File: config.mk
export PLATFORM = sky130hd
export DESIGN_NAME = pause_pc_stall_controller
export DESIGN_NICKNAME = d
export VERILOG_FILES = /design/src/rtl/pause_pc_stall_controller.sv
export SDC_FILE = /design/constraint.sdc
export NUM_CORES = 1
export LEC_CHECK = 0
export BUFFER_PORTS_ARGS = -buffer_cell sky130_fd_sc_hd__buf_2
export CORE_ASPECT_RATIO = 1.2
export CORE_MARGIN = 10
export CORE_UTILIZATION = 58
export DETAILED_ROUTE_END_ITERATION = 10
export PLACE_DENSITY = 0.95
export SLEW_MARGIN = 0
export SYNTH_ARGS = -nofsm -noshare
export SYNTH_HDL_FRONTEND = slang
export SYNTH_SLANG_ARGS = --single-unit
File: constraint.sdc
create_clock -name clk -period 3.81 [get_ports clk]
set_input_delay 0.762 -clock clk [delete_from_list [all_inputs] [get_ports clk]]
set_output_delay 0.762 -clock clk [all_outputs]
set_load 0.03 [all_outputs]
File: src/rtl/pause_pc_stall_controller.sv
// Fetch PC generator with stall hold and a one-deep redirect latch.
// A redirect that arrives while stalled is kept until the first stall-free cycle.
module pause_pc_stall_controller #(
  parameter int unsigned       DATA_SIZE    = 32,
  parameter int unsigned       NUM_STALL    = 2,
  parameter logic [DATA_SIZE-1:0] RESET_VECTOR = 32'h0000_0000,
  parameter int unsigned       PC_STEP      = 4,
  parameter int unsigned       CNT_WIDTH    = 8
) (
  input  logic                 clk,
  input  logic                 rst,
  input  logic [NUM_STALL-1:0] stall_req,
  input  logic                 redirect_valid,
  input  logic [DATA_SIZE-1:0] redirect_pc,
  output logic [DATA_SIZE-1:0] pc_data,
  output logic [DATA_SIZE-1:0] past_pc,
  output logic                 pc_hold,
  output logic                 redirect_pending,
  output logic [CNT_WIDTH-1:0] stall_cycles
);

  typedef enum logic [1:0] {
    RUN  = 2'd0,
    HOLD = 2'd1,
    PEND = 2'd2
  } state_t;

  state_t               state, next_state;
  logic [DATA_SIZE-1:0] latched_pc;
  logic [DATA_SIZE-1:0] next_pc;
  logic                 stall;

  assign stall = |stall_req;

  always_comb begin
    next_state = RUN;
    next_pc    = pc_data + DATA_SIZE'(PC_STEP);
    if (redirect_valid) begin
      next_pc = redirect_pc;
    end else if (state == PEND) begin
      next_pc = latched_pc;
    end
    if (stall) begin
      if (redirect_valid || state == PEND) begin
        next_state = PEND;
      end else begin
        next_state = HOLD;
      end
    end
  end

  always_ff @(posedge clk) begin
    if (rst) begin
      state            <= RUN;
      pc_data          <= RESET_VECTOR;
      past_pc          <= RESET_VECTOR;
      latched_pc       <= '0;
      pc_hold          <= 1'b0;
      redirect_pending <= 1'b0;
      stall_cycles     <= '0;
    end else begin
      state            <= next_state;
      pc_hold          <= (next_state != RUN);
      redirect_pending <= (next_state == PEND);
      if (stall) begin
        // newest redirect wins while the pipeline is frozen
        if (redirect_valid) begin
          latched_pc <= redirect_pc;
        end
        if (stall_cycles != {CNT_WIDTH{1'b1}}) begin
          stall_cycles <= stall_cycles + 1'b1;
        end
      end else begin
        past_pc      <= pc_data;
        pc_data      <= next_pc;
        latched_pc   <= '0;
        stall_cycles <= '0;
      end
    end
  end

endmodule

==> metrics.md <==
| Metric | Value |
|---|---|
| Status | finished clean |
| Element type at the critical path start | flip-flop |
| Setup clock skew after layout | 0.0107 ns |
| Worst supply voltage drop on vdd | 0.224 mV |
| Gate count after technology mapping | 613 |
| Leak | ~2.3 nW |
| Length of routed met3 wiring | 1210 µm |
| Post-synth top area share | 0.428 |
| Placed wire-length estimate after detailed placement | 10,600 µm |
| Final weighted congestion of routability-driven global placement | 0.913 |
| # Max-Cap Violations | 0 |
| Met2 routed WL | 7470 µm |
| Register Area | 0.00214 mm² |
| Global-route wire length before repair | about 24,000 µm |
| Drt total wl | 14,700 µm |
| Sum Neg Setup Slack | 0 ns |
| CP Class | flip-flop to flip-flop |
| Total clock buffers created by CTS | 9 |
| RSZ-0062 raised after global routing | false |
| Number of global-route vias before repair | 4,926 |
| Leading area contributor after synthesis | dfxtp_1 |
| Worst endpoint required time | 4.08 ns |
| Final setup violation count | 0 |
| Fin nets | about 740 |
| Effective utilization at floorplan | 0.587 |
| Clock tree sinks | 107 |
| Power per cell area | 384 mW/mm² |
| Post-CTS repair timing setup buffer count | 0 |
| CTS root buffer | clkbuf_8 |
| Vertical extent of the die | 122 µm |
| Layout overhead on the synthesized area | 15.2% |
| Flops & latches, synth | 107 |
| Die area | 0.0128 mm² |
| Number of fillers in the final layout | around 700 |
| Portion of the post-synthesis area used by sequential elements | 0.428 |
| Metal-1 WL | 5650 µm |
| Final critical path time including I/O delays and setup | 2.45 ns |
| # H-tree levels | 3 |
| Clock buffer depth | 2 |
| Power, Total | 0.00221 W |
| Largest net degree at the start of global routing | 65 |
| Count of buffers from port buffering | 110 |
| Most used cells in the layout excluding fill and tap cells | buf_2, dfxtp_1, nand2_1 |
| Clock tree from TritonCTS | built |
| Number of vias per cell | 6.16 |
| Setup crit end kind | flip-flop |
| Number of buffers inserted by hold repair at cts | 0 |
| Number of hold violations in the final report | 0 |
| Worst min path class | flip-flop to flip-flop |
| Number of antenna violations at the first check in global routing | 0 |
| Largest fanout on the critical path | 10 |
| Final antenna-violating net count | 0 |
| Mean instance size in the synthesized netlist | 8.16 µm² |
| Most common cell after layout, fill and taps aside | buf_2 |
| Dpl cells | 805 |
| Count of cell types in the netlist | a little under 60 |
| Leading post-synthesis cells by cell area | dfxtp_1, nand2_1, a21oi_1, nor2_1, mux2i_1 |
| Tightest slew margin relative to the limit | 0.462 |
| Number of resized instances in the post-cts repair step | 0 |
| Placeable core region | roughly 0.0085 mm² |
| FMAX | 408 MHz |
| Critical path data arrival time | 2.72 ns |
| Overall Global Routing Usage | 0.222 |
| Iteration count of the initial detailed-routing pass | 5 |
| Final core occ | 0.677 |
| Number of synthesized flops with an enable pin | 0 |
| Width of the chip | 105 µm |
| Post-synth design cell area | between 0.005 and 0.006 mm² |
| Most used flip-flop cell after synthesis | dfxtp_1 |
| Highest routed layer | met4 |
| Warnings, synthesis | 0 |
| Period Utilization, post-route | 0.643 |
| Total via count after detailed routing | 5,055 |
| Clock insertion delay at the later pin of the skew report | 0.38 ns |
| Multi-input gate area | 0.00264 mm² |
| Fraction of final layout cells sized beyond drive strength 1 | 0.222 |
| Number of core rows | 37 |
| Ant. Diodes | 0 |
| Aggregate global routing overflow | 0 |
| Remaining design rule violation count | 0 |
| Detail-routed net length per standard cell | 18.0 µm |
| Async set-reset flop share out of synthesis | 0 |
| Number of top-level pins | 111 |
| Iteration-0 DRC Markers | 482 |
| Max Slew Vio Count | 0 |
| Finished Layout Cells | 821 |
| Synthesized Nets | 652 |
| Measured slew at the worst slew-check pin | 0.800 ns |
| Worst-path clk slew | 0.10 ns |
## routing by layer
layer	up-vias	track usage
met4	0	0.103
met2	268	0.387
li1	2360	-
met5	-	0
met3	41	0.0581
met1	2386	0.249
## synthesized netlist by cell type (5+ instances only)
cell type and n:
nor3_1 10, nand2b_1 17, a221oi_1 11, nand2_1 99
mux2i_1 25, a211oi_1 17, o21ai_0 16, xor2_1 6
xnor2_1 6, nand4_1 13, buf_1 6, nor2_1 72
a221o_1 6, nand3_1 13, a31oi_1 6, a21oi_1 68
inv_1 7, clkbuf_1 32, nor4_1 9, o211ai_1 5
dfxtp_1 107
## path summary, 6_finish.rpt
check / startpoint / end / slack (ns) / depth (start not counted)
hold reg to reg: past_pc[24]$_SDFFE_PP0P_ / past_pc[24]$_SDFFE_PP0P_ / 0.46 / 2
setup / recovery: pc_data[2]$_SDFFE_PP0P_ / pc_data[22]$_SDFFE_PP0P_ / 1.36 / 6
hold / removal: past_pc[24]$_SDFFE_PP0P_ / past_pc[24]$_SDFFE_PP0P_ / 0.46 / 2
setup reg to reg: pc_data[2]$_SDFFE_PP0P_ / pc_data[22]$_SDFFE_PP0P_ / 1.36 / 6
## cell type report
type,instances,area share
sequential,107,0.372
clock buffer,12,0.0252
tap,117,0.0254
clock inverter,4,0.00456
timing repair buffer,121,0.110
multi-input combinational,453,0.459
inverter,7,0.00456
## sequential cells by signal, indices dropped and copies added (netlist names)
signal / count
pc_hold: 1
stall_cycles: 8
latched_pc: 32
past_pc: 32
redirect_pending: 1
state: 1
pc_data: 32
## power breakdown
part	internal [W]	total, W	leakage, nW	switching, W
Combinational	0.000113	0.000338	1.37	0.000225
Clock	0.000256	0.000645	0.0863	0.000389
Sequential	0.00117	0.00123	0.874	0.0000614
Total	0.00154	0.00221	2.33	0.000676
## logic make-up (layout without fill, tap and decap cells)
family / count (synthesis) / in the layout / synth area share
XOR/XNOR: 12 / 12 / 0.0210
multiplexers: 25 / 25 / 0.0500
flip-flops: 107 / 107 / 0.428
AND/OR/NAND/NOR: 259 / 259 / 0.249
AO/OA/AOI/OAI: 155 / 155 / 0.202
adder cells (fa/ha/maj): 2 / 2 / 0.00500
buffers and inverters: 53 / 144 / 0.0448
## per-stage QoR
stage          hold WS [ns]  cell area (µm²)  setup WS [ns]
6_report              0.456             5760           1.36
5_1_grt               0.480             5760           1.21
4_1_cts               0.457             5760           1.42
3_5_place_dp          0.444             5590           1.25
3_3_place_gp          0.437             5590           1.40
2_1_floorplan         0.450             5000           1.59
## worst max-delay path, cell delays in order, from the launching register on
cell	delay, ns
dfxtp_1	0.50
ha_1	0.27
nand4_1	0.27
nor3_2	0.62
nand3_1	0.21
o21ai_0	0.23
o2bb2a_1	0.25
Power figures use the tool's default switching activity.
